### config.mk
export PLATFORM = sky130hd
export DESIGN_NAME = aes_input_loader
export DESIGN_NICKNAME = d
export VERILOG_FILES = /design/src/rtl/aes_loader_pkg.sv /design/src/rtl/aes_word_shreg.sv /design/src/rtl/aes_input_loader.sv
export SDC_FILE = /design/constraint.sdc
export NUM_CORES = 1
export LEC_CHECK = 0
export CAP_MARGIN = 0
export CORE_UTILIZATION = 36
export DETAILED_ROUTE_END_ITERATION = 8
export MAX_ROUTING_LAYER = met4
export SYNTH_ARGS = -nofsm -noshare
export SYNTH_HDL_FRONTEND = slang
export SYNTH_SLANG_ARGS = --single-unit
### constraint.sdc
create_clock -name clk -period 7.6 [get_ports clk]
set_input_delay 1.52 -clock clk [delete_from_list [all_inputs] [get_ports clk]]
set_output_delay 1.52 -clock clk [all_outputs]
set_load 0.01 [all_outputs]
### src/rtl/aes_loader_pkg.sv
// Shared types and sizes for the AES-128 input loader.
`timescale 1ns/1ps
package aes_loader_pkg;
   localparam int WORD_W    = 32;
   localparam int DATA_W    = 128;
   localparam int NWORDS    = DATA_W / WORD_W;
   localparam int BLK_CNT_W = 32;

   typedef enum logic [2:0] {
      IDLE,
      LOAD_KEY,
      LOAD_PT,
      ISSUE,
      WAIT_CORE
   } loader_state_t;
endpackage

### src/rtl/aes_word_shreg.sv
// Word-wide shift-in register; nxt_o is the value after the next shift.
`timescale 1ns/1ps
module aes_word_shreg #(
   parameter int WORD_W = 32,
   parameter int DATA_W = 128
) (
   input  logic              clk,
   input  logic              clr_i,
   input  logic              en_i,
   input  logic [WORD_W-1:0] d_i,
   output logic [DATA_W-1:0] q_o,
   output logic [DATA_W-1:0] nxt_o
);
   logic [DATA_W-1:0] sh_q;
   logic [DATA_W-1:0] sh_d;

   assign nxt_o = {sh_q[DATA_W-WORD_W-1:0], d_i};
   assign sh_d  = en_i ? nxt_o : sh_q;
   assign q_o   = sh_q;

   always_ff @(posedge clk) begin
      if (clr_i) sh_q <= '0;
      else       sh_q <= sh_d;
   end
endmodule

### src/rtl/aes_input_loader.sv
// Collects key and plaintext words, then presents a 128-bit block to the AES core.
`timescale 1ns/1ps
module aes_input_loader #(
   parameter int WORD_W = aes_loader_pkg::WORD_W,
   parameter int DATA_W = aes_loader_pkg::DATA_W
) (
   input  logic                                 clk,
   input  logic                                 rst,
   input  logic                                 in_valid,
   output logic                                 in_ready,
   input  logic [WORD_W-1:0]                    in_data,
   input  logic                                 key_keep,
   input  logic                                 core_done,
   output logic                                 start,
   output logic [DATA_W-1:0]                    state,
   output logic [DATA_W-1:0]                    key,
   output logic                                 busy,
   output logic [aes_loader_pkg::BLK_CNT_W-1:0] blk_cnt
);
   import aes_loader_pkg::*;

   localparam int NW = DATA_W / WORD_W;
   localparam int CW = (NW > 1) ? $clog2(NW) : 1;

   loader_state_t          fsm_q, fsm_d;
   logic [CW-1:0]          wcnt_q, wcnt_d;
   logic [DATA_W-1:0]      st_q, st_d;
   logic [DATA_W-1:0]      key_q, key_d;
   logic [BLK_CNT_W-1:0]   blk_cnt_q, blk_cnt_d;
   logic                   ld_key, ld_pt, issue_ld;
   logic                   last;
   logic [DATA_W-1:0]      key_sh, key_nxt;
   logic [DATA_W-1:0]      pt_sh, pt_nxt;

   aes_word_shreg #(.WORD_W(WORD_W), .DATA_W(DATA_W)) u_key_sh (
      .clk   (clk),
      .clr_i (rst),
      .en_i  (ld_key),
      .d_i   (in_data),
      .q_o   (key_sh),
      .nxt_o (key_nxt)
   );

   aes_word_shreg #(.WORD_W(WORD_W), .DATA_W(DATA_W)) u_pt_sh (
      .clk   (clk),
      .clr_i (rst),
      .en_i  (ld_pt),
      .d_i   (in_data),
      .q_o   (pt_sh),
      .nxt_o (pt_nxt)
   );

   assign last = (wcnt_q == CW'(NW - 1));

   always_comb begin
      fsm_d    = fsm_q;
      wcnt_d   = wcnt_q;
      ld_key   = 1'b0;
      ld_pt    = 1'b0;
      issue_ld = 1'b0;
      in_ready = 1'b0;
      start    = 1'b0;
      busy     = 1'b0;
      unique case (fsm_q)
         IDLE: begin
            wcnt_d = '0;
            fsm_d  = key_keep ? LOAD_PT : LOAD_KEY;
         end
         LOAD_KEY: begin
            in_ready = 1'b1;
            if (in_valid) begin
               ld_key = 1'b1;
               if (last) begin
                  wcnt_d = '0;
                  fsm_d  = LOAD_PT;
               end else begin
                  wcnt_d = wcnt_q + 1'b1;
               end
            end
         end
         LOAD_PT: begin
            in_ready = 1'b1;
            if (in_valid) begin
               ld_pt = 1'b1;
               if (last) begin
                  wcnt_d   = '0;
                  issue_ld = 1'b1;
                  fsm_d    = ISSUE;
               end else begin
                  wcnt_d = wcnt_q + 1'b1;
               end
            end
         end
         ISSUE: begin
            start = 1'b1;
            busy  = 1'b1;
            fsm_d = WAIT_CORE;
         end
         WAIT_CORE: begin
            busy = 1'b1;
            if (core_done) fsm_d = IDLE;
         end
         default: fsm_d = IDLE;
      endcase
   end

   // The last plaintext word bypasses the shadow so the block is whole in ISSUE.
   assign st_d      = issue_ld ? pt_nxt : st_q;
   assign key_d     = issue_ld ? key_sh : key_q;
   assign blk_cnt_d = blk_cnt_q + BLK_CNT_W'(start);

   always_ff @(posedge clk) begin
      if (rst) begin
         fsm_q     <= IDLE;
         wcnt_q    <= '0;
         st_q      <= '0;
         key_q     <= '0;
         blk_cnt_q <= '0;
      end else begin
         fsm_q     <= fsm_d;
         wcnt_q    <= wcnt_d;
         st_q      <= st_d;
         key_q     <= key_d;
         blk_cnt_q <= blk_cnt_d;
      end
   end

   assign state   = st_q;
   assign key     = key_q;
   assign blk_cnt = blk_cnt_q;
endmodule

==> run metrics, run 1 <==
result of the run complete, no violations; sequential standard cell area 10350 um2; depth of the worst hold-timing path 2; buffer depth of the longest clock path 3; Core Footprint 49360 um2; share of flip-flops with an asynchronous set or reset after synthesis 0%; Pwr per Cell Area 255.5 nW/um2; hold path startpoint u_pt_sh.q_o[71]; FMAX 0.2505 GHz; final net count 2570; first-pass iteration count of the detailed router 5; commonest non-fill, non-tap cell in the layout nand2_1; count of buffers added by post-CTS timing repair for setup 0; standby leakage power 0.007560 uW; clock latency of the later-clocked register in the worst-skew pair 600 ps; clock share of power 45.4%; commonest cells after routing, fill and taps aside nand2_1, dfxtp_1, a21oi_1; via count 15.92k; gate count of the mapped netlist 2304; maximum ir drop on the vdd rail 0.1678 mV; vias in the first global route 14.90k; clock edge transition at the registers on the reported setup and hold paths 60 ps; last weighted congestion value of the routability-driven placer 0.8573; Die Width 226.5 um; maximum fanout along the worst path 101; Max Slew Vio Count 0; number of enable flip-flop cells after synthesis 0; Inserted Clock Buffers 55; routed wire length 53.85 mm; number of DRC violations after detailed routing 0; total of cells resized after clock tree synthesis 0; wire length per cell 16.65 um; Maximum Capacitance Violations 0; proportion of layout cells with a drive suffix above 1 4.162%; post-layout minimum cycle time 3991 ps; source of the worst register-to-register timing path fsm_q[0]; starting density of the core 36.75%; die outline height 226.5 um; placed wire-length estimate 34.73 mm; initial detailed-routing violation count 1113; Net Count, Synth 2345; slack of the worst reg-to-reg path 4200 ps; kind of end point of the critical path flip-flop; global-route wire length before repair 82.53 mm; Finish-stage setup viols 0; CP Cell Sequence clkdlybuf4s50_1, nor4bb_4, and2_4, buf_4, nand2_1, a21oi_1; global-route total usage across every layer 21.05%; distinct cell type count of the synthesized netlist 38; Int Power 4536 uW; Std-Cell Rows 81; diode insertion count for antenna repair 0; final design area excluding fillers 23600 um2; CTS HTree Levels 2; unrepaired setup endpoints after global routing false; number of antenna violations at the first check in global routing 0; slew at the pin with the worst max-slew slack 1174 ps; post-synthesis cell area 18140 um2; setup slack at placement 2995 ps; number of clock sinks 517; number of cell instances on the worst register-to-register path 8; CTS root buf clkbuf_16; final setup margin 3609 ps; Startpoint Class input port; relative contribution of sequential cells to total power 47.0%; final total negative setup slack 0 ps; Critical Setup Path Class in2reg; number of hold buffers added after cts 0; average size of a mapped cell 7.872 um2; Max stage delay on crit path 870 ps; GRT overflow 0; switching portion of total power 24.77%; switching pwr 1493 uW; die footprint 51280 um2; Critical-path top delay cell buf_4; signed area change from the synthesized netlist to the final layout 30.10%; clock tree from TritonCTS built; type of the tightest min-delay check reg2reg; placed standard-cell area 21730 um2; Slew headroom 21.71%; flip-flop and latch count after synthesis 517; Multi-input gate area 7152 um2; worst setup path start in_valid; data required time at the worst endpoint 8120 ps; post-synthesis sequential area ratio 57.06%; fill count 4825; pin count of the biggest net entering global routing 236; Main synth FF type dfxtp_1; Final ANT Viol Nets 0; worst endpoint data arrival time 4510 ps; final clock period utilization by the worst path 52.52%; IO Pins 328; worst clock skew on the final layout 15.44 ps; Comb power frac 7.6%; # port buffers 327; Vias/cell 4.922; Hold Vio Cnt, Final 0; number of synthesis warnings 0
[kinds of logic (layout without fill, tap and decap cells)]
family | Yosys count | count (layout) | share of synthesized area [%]
fa+ha+maj | 4 | 4 | 0.2759
mux | 6 | 6 | 0.3518
simple gates | 1069 | 1069 | 23.30
buf+inv | 174 | 441 | 3.808
flops | 517 | 517 | 57.06
xor+xnor | 12 | 12 | 0.5795
compound gates | 522 | 522 | 14.62
[cell type report]
cell class / instances / share of cell area [%]
sequential: 517 / 43.86
multi-input combinational: 1613 / 30.31
timing repair buffer: 338 / 14.35
clock buffer: 82 / 6.729
tap: 664 / 3.521
clock inverter: 17 / 1.167
inverter: 4 / 0.06363
[path summary, 6_finish.rpt]
path                  to
max            state[85]
min           state[103]
max reg2reg  blk_cnt[24]
min reg2reg   state[103]
[cell usage after synthesis (2+ instances only)]
library cell / count / share of area, %
a21boi_0: 2 / 0.083
xor2_1: 5 / 0.24
nand4_1: 6 / 0.21
a21oi_1: 497 / 14
mux2i_1: 3 / 0.17
xnor2_1: 7 / 0.34
and4_1: 5 / 0.24
o21ai_0: 10 / 0.28
nor2_1: 20 / 0.41
dfxtp_1: 517 / 57
nand3_1: 14 / 0.39
and3_1: 7 / 0.24
nand2_1: 976 / 20
clkbuf_1: 136 / 2.8
nor3_1: 4 / 0.11
buf_2: 24 / 0.66
nor2b_1: 6 / 0.21
o31ai_1: 8 / 0.33
and2_1: 4 / 0.14
buf_1: 9 / 0.19
inv_1: 4 / 0.083
mux2_2: 3 / 0.19
nor4_1: 3 / 0.10
ha_1: 4 / 0.28
nor4b_1: 2 / 0.097
or4_1: 9 / 0.37
or3_1: 8 / 0.28
[registers in the layout, summed over array words and instances, names as in the netlist]
register,cells
key,128
state,128
u_key_sh.q_o,128
u_pt_sh.q_o,96
blk_cnt,32
fsm_q,3
wcnt_q,2
[power by group through the flow]
stage,clock network [uW],registers (uW),logic (uW)
final,2740,2840,457
after global routing,2910,2840,508
after CTS,2800,2840,465
after detailed placement,0,2900,464
after global placement,0,2890,457
after floorplan,0,2860,324
[metrics by stage]
stage          total power [uW]  instances  utilization, %  hold slack (ps)
5_1_grt                    6260       3235           47.81            460.5
4_1_cts                    6105       3235           47.81            451.2
2_1_floorplan              3184       2304               -            432.1
3_5_place_dp               3360       3136           44.03            444.6
6_report                   6029       3235           47.81            450.0
3_3_place_gp               3350       3136           44.03            436.9
[worst max-delay path, delay by kind of cell]
kind	cells	cell delay (ps)
buffers and inverters	2	1540
AND/OR/NAND/NOR	3	1160
AO/OA/AOI/OAI	1	160
[per-layer routing]
metal | GRT usage [%] | share of wire [%] | up-vias
met5 | - | 0 | -
li1 | - | - | 7941
met1 | 26.90 | 44 | 7480
met4 | 7.716 | 3.2 | 0
met2 | 32.82 | 46 | 400
met3 | 4.276 | 6.4 | 103
Note: power is estimated with default switching activity, not from simulation.
==> run 2: changes to the inputs <==
Clock period 7.6 ns to 4 ns, I/O delays scaled along.
==> run metrics, run 2 (synthesis gave the netlist of run 1 again) <==
die outline height 226.5 um (unchanged); FMAX 0.3188 GHz; commonest cells after routing, fill and taps aside nand2_1, dfxtp_1, a21oi_1; Startpoint Class flip-flop; Pwr per Cell Area 479.3 nW/um2 (+88%); final setup margin 862.8 ps (-2746 ps); diode insertion count for antenna repair 0 (unchanged); post-layout minimum cycle time 3137 ps; maximum ir drop on the vdd rail 0.3794 mV (+130%); last weighted congestion value of the routability-driven placer 0.8644 (+0.83%); buffer depth of the longest clock path 3 (unchanged); Core Footprint 49360 um2 (unchanged); global-route wire length before repair 83.29 mm (+0.92%); setup slack at placement 888.8 ps (-2106 ps); # port buffers 327 (unchanged); type of the tightest min-delay check reg2reg; final design area excluding fillers 23760 um2 (+0.70%); final clock period utilization by the worst path 78.43%; wire length per cell 16.77 um (+0.76%); sequential standard cell area 10350 um2 (unchanged); standby leakage power 0.007628 uW (+0.89%); Max Slew Vio Count 0 (unchanged); GRT overflow 0 (unchanged); number of hold buffers added after cts 0 (unchanged); placed standard-cell area 21940 um2 (+0.93%); Slew headroom 36.08% (+14 points); Vias/cell 4.924 (about the same); proportion of layout cells with a drive suffix above 1 4.764% (+0.60 points); Hold Vio Cnt, Final 0 (unchanged); number of clock sinks 517 (unchanged); number of antenna violations at the first check in global routing 0 (unchanged); cell family with the largest share of critical-path delay simple AND/OR/NAND/NOR gates; unrepaired setup endpoints after global routing false; final total negative setup slack 0 ps (unchanged); starting density of the core 36.75% (unchanged); Worst Hold Slack 448.8 ps (-1.250 ps); Critical Setup Path Class reg2reg; Multi-input gate area 7152 um2 (unchanged); initial detailed-routing violation count 1131 (+1.6%); signed area change from the synthesized netlist to the final layout 31.01%; routed wire length 54.44 mm (+1.1%); Finish-stage setup viols 0 (unchanged); count of buffers added by post-CTS timing repair for setup 0 (unchanged); slew at the pin with the worst max-slew slack 958.8 ps (-215.6 ps); Max stage delay on crit path 800 ps (-70 ps); post-layout power 11390 uW (+89%); IO Pins 328 (unchanged); result of the run complete, no violations; worst endpoint data arrival time 3660 ps (-850 ps); vias in the first global route 14.83k (-0.46%); CTS HTree Levels 2 (unchanged); placed wire-length estimate 35.47 mm (+2.1%); number of buffer and inverter instances along the worst setup path 1 (-1); worst clock skew on the final layout 20.90 ps (+5.452 ps); Critical-path top delay cell or4_1; number of DRC violations after detailed routing 0 (unchanged); commonest non-fill, non-tap cell in the layout nand2_1; clock edge transition at the registers on the reported setup and hold paths 60 ps (about the same); die footprint 51280 um2 (unchanged); global-route total usage across every layer 21.34% (+0.28 points); Maximum Capacitance Violations 0 (unchanged); via count 15.98k (+0.36%); kind of end point of the critical path flip-flop; Final ANT Viol Nets 0 (unchanged); total of cells resized after clock tree synthesis 0 (unchanged); CP Cell Sequence nand2_1, nor2_1, buf_4, ha_1, ha_1, nand3_1, or4_1, or4_1, a21oi_1; Std-Cell Rows 81 (unchanged); data required time at the worst endpoint 4530 ps (-3590 ps); Die Width 226.5 um (unchanged); first-pass iteration count of the detailed router 6 (+1); clock latency of the later-clocked register in the worst-skew pair 620 ps (+20 ps); slack of the worst reg-to-reg path 860 ps (-3340 ps); pin count of the biggest net entering global routing 195 (-17%); CTS root buf clkbuf_16; fill count 4860 (+0.73%); final net count 2581 (+0.43%); Inserted Clock Buffers 54 (-1.8%); maximum fanout along the worst path 17 (-83%); clock tree from TritonCTS built
run 2: power by group:
part           switching [uW]  total (uW)  internal [uW]
Sequential                126        5390           5260
Clock                    2120        5080           2960
Combinational             655         920            265
run 2: worst paths after layout:
path / from / depth (start not counted) / endpoint
setup / recovery: fsm_q[0] / 9 / blk_cnt[24]
hold / removal: u_pt_sh.q_o[75] / 2 / state[107]
setup reg to reg: fsm_q[0] / 9 / blk_cnt[24]
hold reg to reg: u_pt_sh.q_o[75] / 2 / state[107]
run 2: final cells by class:
class                      instances  area share (%)
clock buffer                      79           6.672
clock inverter                    19           1.011
inverter                           4         0.06319
multi-input combinational       1613           30.10
sequential                       517           43.56
tap                              664           3.496
timing repair buffer             350           15.10
run 2: routing by layer:
layer | GRT usage [%] | vias up | wire length (um)
met2 | 32.95 | 406 | 25230
met4 | 7.694 | 0 | 1634
met5 | - | - | 0
met1 | 27.36 | 7534 | 24210
li1 | - | 7961 | -
met3 | 4.691 | 81 | 3365
run 2: per-stage QoR:
stage	std cells	utilization, %
2_1_floorplan	2304	-
3_3_place_gp	3148	44.44
3_5_place_dp	3148	44.44
4_1_cts	3246	48.14
5_1_grt	3246	48.14
6_report	3246	48.14
run 2: worst min-delay path, cell delays in order (launching register included):
cell     delay (ps)
dfxtp_1         310
nand2_1          50
a21oi_1          50
==> run 3: changes to the inputs <==
Clock period 4 ns to 3.17 ns, I/O delays scaled along.
==> run metrics, run 3 (synthesis gave the netlist of run 1 again) <==
result of the run complete, no violations; final total negative setup slack 0 ps (unchanged); Inserted Clock Buffers 55 (+1.9%); die outline height 226.5 um (unchanged); Critical Setup Path Class reg2out; wire length per cell 16.59 um (-1.1%); unrepaired setup endpoints after global routing false; maximum fanout along the worst path 9 (-8); final clock period utilization by the worst path 90.64%; commonest non-fill, non-tap cell in the layout nand2_1; global-route wire length before repair 82.74 mm (-0.65%); die footprint 51280 um2 (unchanged); Hold Vio Cnt, Final 0 (unchanged); Finish-stage setup viols 0 (unchanged); clock edge transition at the registers on the reported setup and hold paths 60 ps (about the same); vias in the first global route 14.80k (-0.20%); CTS HTree Levels 2 (unchanged); clock tree from TritonCTS built; routed wire length 53.95 mm (-0.90%); number of clock sinks 517 (unchanged); Vias/cell 4.920 (about the same); commonest cells after routing, fill and taps aside nand2_1, dfxtp_1, a21oi_1; buffer depth of the longest clock path 3 (unchanged); IO Pins 328 (unchanged); placed wire-length estimate 35.39 mm (-0.21%); kind of end point of the critical path primary output; CTS root buf clkbuf_16; diode insertion count for antenna repair 0 (unchanged); signed area change from the synthesized netlist to the final layout 31.41%; Worst Hold Slack 449.1 ps (+0.3270 ps); # port buffers 327 (unchanged); FMAX 0.3480 GHz; fin cells 3253 (+0.22%); Die Width 226.5 um (unchanged); Core Footprint 49360 um2 (unchanged); Slew headroom 24.77% (-11 points); starting density of the core 36.75% (unchanged); Maximum Capacitance Violations 0 (unchanged); maximum ir drop on the vdd rail 0.3555 mV (-6.3%); post-layout minimum cycle time 2873 ps; via count 16.01k (+0.15%); type of the tightest min-delay check reg2reg; final net count 2592 (+0.43%); number of DRC violations after detailed routing 0 (unchanged); proportion of layout cells with a drive suffix above 1 4.867% (+0.10 points); slew at the pin with the worst max-slew slack 1128 ps (+169.7 ps); last weighted congestion value of the routability-driven placer 0.8758 (+1.3%); global-route total usage across every layer 21.07% (-0.27 points); Max Slew Vio Count 0 (unchanged); count of buffers added by post-CTS timing repair for setup 0 (unchanged); hold path startpoint u_pt_sh.q_o[69]; first-pass iteration count of the detailed router 6 (unchanged); number of hold buffers added after cts 0 (unchanged); Std-Cell Rows 81 (unchanged); data required time at the worst endpoint 2540 ps (-1990 ps); number of antenna violations at the first check in global routing 0 (unchanged); Final ANT Viol Nets 0 (unchanged); pin count of the biggest net entering global routing 159 (-18%); initial detailed-routing violation count 1134 (+0.27%); standby leakage power 0.007671 uW (+0.57%); dpl cells 3158 (+0.32%); final setup margin 296.8 ps (-566.0 ps); source of the worst register-to-register timing path fsm_q[1]; worst clock skew on the final layout 25.43 ps (+4.530 ps); GRT overflow 0 (unchanged); Startpoint Class flip-flop; setup slack at placement 217.7 ps (-671.1 ps); clock latency of the later-clocked register in the worst-skew pair 620 ps (about the same); worst setup path start fsm_q[1]; worst endpoint data arrival time 2240 ps (-1420 ps); Pwr per Cell Area 599.4 nW/um2 (+25%)
## run 3: changes by cell type in the layout (fill, tap and decap cells not counted), sizes merged
cell      delta
clkinvlp     -3
clkbuf       -1
inv          -1
bufinv       +1
clkinv       +1
buf         +10
## run 3: critical path, stage by stage, from the launching register on
cell             delay (ps)
dfxtp_1                 540
nand2_1                 140
nor2_1                  170
buf_4                   150
a21o_1                   80
clkdlybuf4s50_1         560
## run 3: what timing repair did
item,CTS,global route
gates resized for setup,0,1
setup endpoints to repair,0,5
hold endpoints to repair,0,0
## run 3: path summary, 6_finish.rpt
kind / end / depth (start not counted) / slack (ps)
hold reg to reg: state[101] / 2 / 450
setup reg to reg: blk_cnt[28] / 8 / 350
setup / recovery: busy / 5 / 300
hold / removal: state[101] / 2 / 450
## run 3: routing by layer
layer | vias up | track usage (%) | share of wire [%]
li1 | 7972 | - | -
met1 | 7563 | 26.65 | 44
met3 | 72 | 5.455 | 7.0
met2 | 399 | 33.25 | 47
met5 | - | - | 0
met4 | 0 | 5.580 | 2.1
## run 3: area by class of cell
type / count / area (um2)
Sequential cell: 517 / 10350
Fill cell: 4826 / 25520
Multi-Input combinational cell: 1613 / 7156
Clock inverter: 17 / 211.5
Tap cell: 664 / 830.8
Timing Repair Buffer: 360 / 3739
Clock buffer: 78 / 1533
Inverter: 4 / 15.01
## run 3: per-stage QoR
| step | area, um2 | util, % | total power (uW) |
|---|---|---|---|
| after global routing | 23830 | 48.29 | 14830 |
| final | 23830 | 48.29 | 14290 |
| after detailed placement | 22090 | 44.75 | 8151 |
| after floorplan | 18140 | - | 7634 |
| after global placement | 22090 | 44.75 | 8129 |
| after CTS | 23830 | 48.28 | 14450 |
## run 3: where the power goes
part | switching [uW] | internal, uW
clock | 2610 | 3670
combinational | 844 | 371
sequential | 141 | 6640
